[config.mk]
export PLATFORM = sky130hd
export DESIGN_NAME = rast_hit_fifo
export DESIGN_NICKNAME = d
export VERILOG_FILES = /design/src/rtl/rast_hit_fifo_pkg.sv /design/src/rtl/rast_fifo_mem.sv /design/src/rtl/rast_hit_fifo.sv
export SDC_FILE = /design/constraint.sdc
export NUM_CORES = 1
export LEC_CHECK = 0
export ABC_AREA = 1
export CAP_MARGIN = 20
export CORE_MARGIN = 2
export CORE_UTILIZATION = 55
export DETAILED_ROUTE_END_ITERATION = 10
export DONT_BUFFER_PORTS = 1
export GPL_TIMING_DRIVEN = 0
export PLACE_DENSITY_LB_ADDON = 0.08
export SYNTH_ARGS = -nofsm -noshare
export SYNTH_HDL_FRONTEND = slang
export SYNTH_SLANG_ARGS = --single-unit
[constraint.sdc]
create_clock -name clk -period 8.8 [get_ports clk]
set_input_delay 1.76 -clock clk [delete_from_list [all_inputs] [get_ports clk]]
set_output_delay 1.76 -clock clk [all_outputs]
set_load 0.03 [all_outputs]
[src/rtl/rast_hit_fifo_pkg.sv]
// rast_params: shared rasteriser parameters and the hit-sample record.
// Contents:
//   SIGFIG, RADIX, COLORS  fixed-point word size, fractional bits, colour channels
//   PIPES_SAMP             depth of the sample-test pipe feeding the hit FIFO
//   HIT_FIFO_DEPTH/SLACK   default hit FIFO geometry
//   sample_t               one hit: position (x, y), colour, depth
package rast_params;
  localparam int SIGFIG     = 24;
  localparam int RADIX      = 10;
  localparam int COLORS     = 3;
  localparam int PIPES_SAMP = 2;

  localparam int HIT_FIFO_DEPTH = 8;
  localparam int HIT_FIFO_SLACK = PIPES_SAMP + 1;

  // samp[0] is x, samp[1] is y
  typedef struct packed {
    logic [1:0][SIGFIG-1:0]      samp;
    logic [COLORS-1:0][SIGFIG-1:0] color;
    logic [SIGFIG-1:0]           depth;
  } sample_t;
endpackage

[src/rtl/rast_fifo_mem.sv]
// rast_fifo_mem: DEPTH x sample_t register array for the hit FIFO.
// Ports:
//   clk, rst          clock; asynchronous active-high reset (read register only)
//   wr_en/addr/data   synchronous write port
//   rd_addr           read address (the FIFO's next read pointer)
//   rd_data           registered read data
// A write to the slot being read in the same cycle is forwarded, so an entry
// written into an empty FIFO appears on rd_data right after its write edge.
module rast_fifo_mem
  import rast_params::*;
#(
  parameter int DEPTH = HIT_FIFO_DEPTH,
  localparam int AW   = $clog2(DEPTH)
) (
  input  logic          clk,
  input  logic          rst,
  input  logic          wr_en,
  input  logic [AW-1:0] wr_addr,
  input  sample_t       wr_data,
  input  logic [AW-1:0] rd_addr,
  output sample_t       rd_data
);

  sample_t mem [DEPTH];

  always_ff @(posedge clk) begin
    if (wr_en) mem[wr_addr] <= wr_data;
  end

  always_ff @(posedge clk or posedge rst) begin
    if (rst)                             rd_data <= '0;
    else if (wr_en && wr_addr == rd_addr) rd_data <= wr_data;
    else                                 rd_data <= mem[rd_addr];
  end

endmodule

[src/rtl/rast_hit_fifo.sv]
// rast_hit_fifo: collects hit samples from the sample-test stage and drains
// them to the framebuffer/zbuffer writer over valid/ready.
// Ports:
//   clk, rst                      clock; asynchronous active-high reset
//   in_valid, in_hit              upstream sample strobe; only hits are stored
//   in_samp/in_color/in_depth     sample payload
//   halt_up                       registered stall request to upstream stages
//   out_valid, out_ready          head handshake
//   out_samp/out_color/out_depth  registered head entry
//   occupancy                     entry count
//   overflow                      sticky: a hit was dropped at full
// Optional (macro RAST_HIT_STATS_EN): hit_count (accepted pushes, 32 bit) and
// drop_count (dropped pushes, 16 bit), both saturating.
module rast_hit_fifo
  import rast_params::*;
#(
  parameter int DEPTH = HIT_FIFO_DEPTH,
  parameter int SLACK = HIT_FIFO_SLACK,
  localparam int AW   = $clog2(DEPTH),
  localparam int CW   = $clog2(DEPTH) + 1
) (
  input  logic                     clk,
  input  logic                     rst,
  input  logic                     in_valid,
  input  logic                     in_hit,
  input  logic [2*SIGFIG-1:0]      in_samp,
  input  logic [COLORS*SIGFIG-1:0] in_color,
  input  logic [SIGFIG-1:0]        in_depth,
  output logic                     halt_up,
  output logic                     out_valid,
  input  logic                     out_ready,
  output logic [2*SIGFIG-1:0]      out_samp,
  output logic [COLORS*SIGFIG-1:0] out_color,
  output logic [SIGFIG-1:0]        out_depth,
  output logic [CW-1:0]            occupancy,
`ifdef RAST_HIT_STATS_EN
  output logic [31:0]              hit_count,
  output logic [15:0]              drop_count,
`endif
  output logic                     overflow
);

  localparam logic [CW-1:0] FULL_C = CW'(DEPTH);
  localparam logic [CW-1:0] HALT_C = CW'(DEPTH - SLACK);

  logic [CW-1:0] count, count_next;
  logic [AW-1:0] rd_ptr, rd_ptr_next, wr_ptr;
  logic          push, pop, wr_en, drop;
  sample_t       wr_data, rd_data;

  assign push = in_valid & in_hit;
  assign pop  = out_valid & out_ready;
  // At full a push only lands if the head leaves in the same cycle.
  assign wr_en = push & ((count != FULL_C) | pop);
  assign drop  = push & (count == FULL_C) & ~pop;

  // Pointers are AW bits wide, so the +1 wraps modulo DEPTH.
  assign rd_ptr_next = pop ? rd_ptr + AW'(1) : rd_ptr;

  always_comb begin
    count_next = count;
    case ({wr_en, pop})
      2'b10:   count_next = count + CW'(1);
      2'b01:   count_next = count - CW'(1);
      default: count_next = count;
    endcase
  end

  always_comb begin
    wr_data       = '0;
    wr_data.samp  = in_samp;
    wr_data.color = in_color;
    wr_data.depth = in_depth;
  end

  rast_fifo_mem #(.DEPTH(DEPTH)) u_mem (
    .clk     (clk),
    .rst     (rst),
    .wr_en   (wr_en),
    .wr_addr (wr_ptr),
    .wr_data (wr_data),
    .rd_addr (rd_ptr_next),
    .rd_data (rd_data)
  );

  assign out_samp  = rd_data.samp;
  assign out_color = rd_data.color;
  assign out_depth = rd_data.depth;
  assign occupancy = count;

  always_ff @(posedge clk or posedge rst) begin
    if (rst) begin
      count     <= '0;
      rd_ptr    <= '0;
      wr_ptr    <= '0;
      out_valid <= 1'b0;
      halt_up   <= 1'b0;
      overflow  <= 1'b0;
    end else begin
      count     <= count_next;
      rd_ptr    <= rd_ptr_next;
      if (wr_en) wr_ptr <= wr_ptr + AW'(1);
      out_valid <= (count_next != '0);
      // Threshold leaves SLACK free slots for samples already in the pipe.
      halt_up   <= (count_next >= HALT_C);
      if (drop) overflow <= 1'b1;
    end
  end

`ifdef RAST_HIT_STATS_EN
  always_ff @(posedge clk or posedge rst) begin
    if (rst) begin
      hit_count  <= '0;
      drop_count <= '0;
    end else begin
      if (wr_en && hit_count != '1)  hit_count  <= hit_count + 32'd1;
      if (drop && drop_count != '1)  drop_count <= drop_count + 16'd1;
    end
  end
`endif

endmodule

==> results.json, run 1 <==
{
  "period_minus_slack_ns": 4.62,
  "hold_path.class": "register to register",
  "drc_errors": 0,
  "start_util_pct": 55.7,
  "netlist-cell-type-count": 23,
  "synth_commonest_cells": "1152 x edfxtp_1, 1081 x nand2_1, 445 x nand3_1, 338 x inv_1, 321 x o211ai_1",
  "worstPathArrival_ns": 5.20,
  "switching_share_pct": 41.1,
  "crit_end": "u_mem.rd_data[130]",
  "clockBufferDepth": 3,
  "detail_route.wl_per_cell_um": 24.1,
  "detailed_place_hpwl_um": 91900,
  "async_reset_ff_share_pct": 12.0,
  "design_area_um2": 59400,
  "setup.worst_path.start": "out_ready",
  "placed_area_um2": 54900,
  "synth-edff-count": 1152,
  "grt_max_degree": 101,
  "start_kind": "primary input",
  "gp_congestion": 0.790,
  "reg2reg_depth": 9,
  "antenna_found_initial": 4,
  "timing.rr.end": "u_mem.rd_data[130]",
  "r2r_slack_ns": 4.56,
  "crit_type": "primary input to register",
  "cts-root-buf": "clkbuf_16",
  "grtUsageTotal_pct": 28.9,
  "grt_overflow_total": 0,
  "top_layer_used": "met5",
  "rr_startpoint": "out_valid",
  "worst_setup_path_end_kind": "register",
  "crit_required_ns": 9.38,
  "syn_inst": 4289,
  "ant_nets": 0,
  "finalCritPeriodShare_pct": 52.5,
  "p_switching_mw": 8.98,
  "power_density_nw_per_um2": 368,
  "setup_viol": 0,
  "status": "completed",
  "dr.pass1.iters": 6,
  "drtIter0Drc": 3775,
  "synth.ff_latch_count": 1309,
  "boundaryPins": 300,
  "hold_buffers": 0,
  "power_mw": 21.9,
  "synthToLayoutAreaGrowth_pct": 13.9,
  "holdWs_ns": 0.608,
  "finalHoldViolCount": 0,
  "yosys_most_used_dff": "edfxtp_1",
  "routed-wl-met3_um": 11800,
  "p_comb_share_pct": 35.0,
  "nNetsFinal": 4634,
  "clkSlewWorstSetupHoldPaths_ns": 0.06,
  "p_clk_share_pct": 26.1,
  "cp_max_fo": 11,
  "internal_power_mw": 12.9,
  "grt_first_pass_wirelength_um": 208000,
  "routed_wl_um": 141000,
  "maxCapViolations": 0,
  "wl_met2_um": 65800,
  "dieWidth_um": 312,
  "ir_worst_vdd_mv": 0.243,
  "drive_gt1_share_pct": 6.83,
  "routed_via_density": 5.77,
  "num_rows": 112,
  "yosysSeqAreaShare_pct": 73.9,
  "fmax_mhz": 216,
  "avgSynthCellArea_um2": 12.2,
  "yosysTopAreaCell": "edfxtp_1",
  "first_global_vias": 32500,
  "clk-insertion-delay-late_ns": 0.76,
  "yosys-top-cells-area": "edfxtp_1 66%, nand2_1 7.8%, dfrtp_1 7.5%, o211ai_1 4.6%, nand3_1 4.3%",
  "die_y_um": 312,
  "cts_max_level": 4,
  "worstMarginPinSlew_ns": 1.16,
  "slew_headroom_pct": 22.4,
  "maxSlewViolCount": 0,
  "wl_met1_um": 58100,
  "yosys.area.top_type_share_pct": 66.3,
  "io_buffer_count": 0,
  "numCtsBuffers": 139,
  "tritoncts": "done",
  "fin_util_pct": 63.5,
  "rsz0062_at_grt": "false",
  "design.core.area_um2": 93600,
  "leakage_nw": 22.1,
  "vias": 33800,
  "fin_skew_ns": 0.0282,
  "yosys_warnings": 0,
  "die_area_um2": 97300,
  "post-cts-setup-buffers": 0,
  "clkSinkCount": 1309,
  "syn_area_um2": 52200,
  "yosysMostFrequentCell": "edfxtp_1",
  "p_seq_share_pct": 39.0,
  "ctsResizeCount": 0,
  "syn-num-nets": 4441
}
[power groups by stage]
stage	combinational, mW	sequential (mW)	clock [mW]
3_3_place_gp	7.42	8.80	0
5_1_grt	8.36	8.57	6.00
6_report	7.65	8.52	5.70
3_5_place_dp	7.61	8.65	0
2_1_floorplan	4.56	8.65	0
4_1_cts	7.65	8.53	5.76
[metal layers]
| metal | GRT usage (%) | up-vias |
|---|---|---|
| met3 | 6.08 | 267 |
| li1 | - | 15500 |
| met2 | 45.3 | 1427 |
| met5 | 0 | - |
| met1 | 39.7 | 16600 |
| met4 | 12.0 | 2 |
[registers in the layout (all words and copies together), names as in the netlist]
signal         flops
u_mem.rd_data    144
out_valid          1
halt_up            1
overflow           1
rd_ptr             3
occupancy          4
wr_ptr             3
u_mem.mem       1152
[placed cells by master (no fill, tap or decap), types with 53 or more instances in the layout]
cell type / n
edfxtp_1: 1152
nand2_1: 1081
nand3_1: 445
inv_1: 337
o211ai_1: 321
clkbuf_1: 242
nor2_1: 228
dfrtp_1: 157
clkbuf_16: 151
nand4_1: 145
o21ai_0: 115
buf_2: 53
[worst max-delay path, cell delays in order]
cell and delay [ns]:
nand2_2 0.15, nand4_1 0.61, nand2_1 0.32, nor2_4 0.74, nand3_2 0.60, buf_2 0.46
buf_2 0.26, nand3_1 0.12, nand2_1 0.16
[stage by stage]
step	setup TNS, ns	setup WS, ns	instances
finish	0	4.18	5857
global route	0	4.09	5852
CTS	0	4.28	5851
detailed placement	0	3.50	5595
global placement	-6462.84	-6.49	5543
floorplan	-260.09	-0.394	4289
[worst min-delay path by stage]
| stage | startpoint | end | slack, ns | depth (start not counted) |
|---|---|---|---|---|
| 2_1_floorplan | u_mem.mem[5][0] | u_mem.rd_data[0] | 0.56 | 4 |
| 3_3_place_gp | u_mem.mem[5][120] | u_mem.rd_data[120] | 0.59 | 4 |
| 3_5_place_dp | u_mem.mem[5][120] | u_mem.rd_data[120] | 0.59 | 4 |
| 4_1_cts | u_mem.mem[5][120] | u_mem.rd_data[120] | 0.61 | 4 |
| 5_1_grt | u_mem.mem[5][12] | u_mem.rd_data[12] | 0.66 | 4 |
| 6_report | u_mem.mem[5][61] | u_mem.rd_data[61] | 0.61 | 4 |
[logic make-up after synthesis]
family                   after synthesis  share of synthesized area [%]
adder cells (fa/ha/maj)                3                         0.0720
AO/OA/AOI/OAI                        439                           5.76
flip-flops                          1309                           73.9
AND/OR/NAND/NOR                     1913                           15.6
XOR/XNOR                               4                          0.139
buffers and inverters                621                           4.60
[cell type report]
cell class	instances	area, um^2
fill	7158	34200
tap	1254	1570
clock inverter	34	268
inverter	340	1280
clock buffer	222	4210
antenna	6	15.0
sequential	1309	38500
timing repair buffer	52	1130
multi-input combinational	2359	11300
buffer	281	1120
No activity file was read; power rests on OpenSTA's default activity.
==> run 2: changes to the inputs <==
Clock period 8.8 ns to 4.62 ns, I/O delays scaled along.
==> run 2 against run 1 <==
Sequential share of layout area is essentially flat. Clock-buffer cell count decreased by 42. Power increased by 91%. Clock skew shrank 0.0049 ns. Via count decreased by 0.89%. Wire length shrank 1.3%. Critical path depth unchanged. Final cell count shrank 0.14%. Final area about the same. Critical path type is now register to register. Largest power group unchanged.
==> results.json, run 2 (same netlist as run 1, synthesis figures left out) <==
{
  "status": "completed",
  "design.core.area_um2": 93600,
  "design_area_um2": 59500,
  "numCtsBuffers": 138,
  "routed_wl_um": 139000,
  "place_inst": 5594,
  "start_kind": "register",
  "hold_path.class": "primary input to async pin",
  "setup_viol": 0,
  "ant_nets": 0,
  "clk-insertion-delay-late_ns": 0.74,
  "largest_reg_flops": 1152,
  "ctsResizeCount": 0,
  "boundaryPins": 300,
  "worst_setup_path_end_kind": "register",
  "antenna_found_initial": 2,
  "drive_gt1_share_pct": 7.25,
  "die_area_um2": 97300,
  "clockBufferDepth": 3,
  "routed_via_density": 5.73,
  "start_util_pct": 55.7,
  "grt_max_degree": 87,
  "crit_required_ns": 5.19,
  "finalCritPeriodShare_pct": 90.3,
  "fmax_mhz": 240,
  "tritoncts": "done",
  "fin_tns_setup_ns": 0,
  "cts_max_level": 4,
  "dieWidth_um": 312,
  "cp_cell_sequence": "nand2_2 > nand4_1 > nand2_1 > nor2_4 > nand3_2 > buf_2 > buf_2 > nand3_1 > nand2_1",
  "largest-register": "u_mem.mem",
  "detailed_place_hpwl_um": 90800,
  "slowest_delay_ns": 0.71,
  "grtUsageTotal_pct": 28.6,
  "gp_congestion": 0.809,
  "worstPathArrival_ns": 4.75,
  "num_rows": 112,
  "fin_skew_ns": 0.0233,
  "finalHoldViolCount": 0,
  "grt_first_pass_wirelength_um": 206000,
  "leakage_nw": 22.1,
  "vias": 33500,
  "detail_route.wl_per_cell_um": 23.8,
  "drc_errors": 0,
  "slew_headroom_pct": 25.2,
  "crit_slowest_cell": "nor2_4",
  "critPathBufInv": 2,
  "first_global_vias": 32300,
  "cp_max_fo": 11,
  "grt_overflow_total": 0,
  "clkSlewWorstSetupHoldPaths_ns": 0.06,
  "fin_util_pct": 63.5,
  "post-cts-setup-buffers": 0,
  "dr.pass1.iters": 8,
  "critical_path.top_delay_family": "simple AND/OR/NAND/NOR gates",
  "rsz0062_at_grt": "false",
  "period_minus_slack_ns": 4.17,
  "layoutNonFillerInstCount": 5849,
  "synthToLayoutAreaGrowth_pct": 14.0,
  "clkSinkCount": 1309,
  "fill_cells": 7114,
  "power_density_nw_per_um2": 702,
  "cts-root-buf": "clkbuf_16",
  "ir_worst_vdd_mv": 0.491,
  "worstMarginPinSlew_ns": 1.12,
  "maxCapViolations": 0,
  "final_cell_mix": "1152 x edfxtp_1, 1081 x nand2_1, 445 x nand3_1",
  "die_y_um": 312,
  "final_common_cell": "edfxtp_1",
  "io_buffer_count": 0,
  "placed_area_um2": 54900,
  "nNetsFinal": 4632,
  "drtIter0Drc": 3632,
  "maxSlewViolCount": 0,
  "hold_buffers": 0,
  "crit_type": "register to register"
}
## run 2: cell count changes in the layout (fill, tap and decap cells not counted), sizes merged
cell | before | now
buf | 143 | 142
bufinv | 3 | 10
clkbuf | 412 | 370
clkinv | 27 | 52
clkinvlp | 0 | 6
diode | 6 | 1
inv | 344 | 346
## run 2: worst paths after layout
check	end	slack [ns]	from	depth (start not counted)
setup / recovery	u_mem.rd_data[130]	0.45	out_valid	9
min in group clk	u_mem.mem[1][5]	0.27	in_depth[5]	0
hold reg to reg	u_mem.rd_data[129]	0.61	u_mem.mem[5][129]	4
hold / removal	halt_up	0.05	rst	1
max in group asynchronous	u_mem.rd_data[33]	3.65	rst	2
setup reg to reg	u_mem.rd_data[130]	0.45	out_valid	9
## run 2: final cells by class
cell class / instances / area, um^2 / area share, %
clock inverter: 74 / 659 / 1.11
multi-input combinational: 2359 / 11300 / 19.0
clock buffer: 180 / 3890 / 6.54
sequential: 1309 / 38500 / 64.8
tap: 1254 / 1570 / 2.64
timing repair buffer: 51 / 1110 / 1.87
inverter: 340 / 1280 / 2.16
antenna: 1 / 2.50 / 0.00421
buffer: 281 / 1120 / 1.89
## run 2: per-stage QoR
step	setup slack [ns]	power, mW	hold slack, ns
6_report	0.446	41.7	0.0535
5_1_grt	0.432	43.8	0.0789
4_1_cts	0.555	41.9	0.0715
3_5_place_dp	0.241	30.9	0.596
3_3_place_gp	-5.34	30.7	0.589
2_1_floorplan	-1.32	25.1	0.564
## run 2: power by group
part           total, mW  switching [mW]  internal [mW]
clock               11.0            4.51           6.50
sequential          16.2            1.86           14.4
combinational       14.5            10.8           3.76
## run 2: metal layers
metal / part of all wire (%) / track usage, %
met1: 42 / 39.9
met5: 0 / 0
met2: 46 / 44.9
met4: 3.6 / 10.8
met3: 8.0 / 5.80
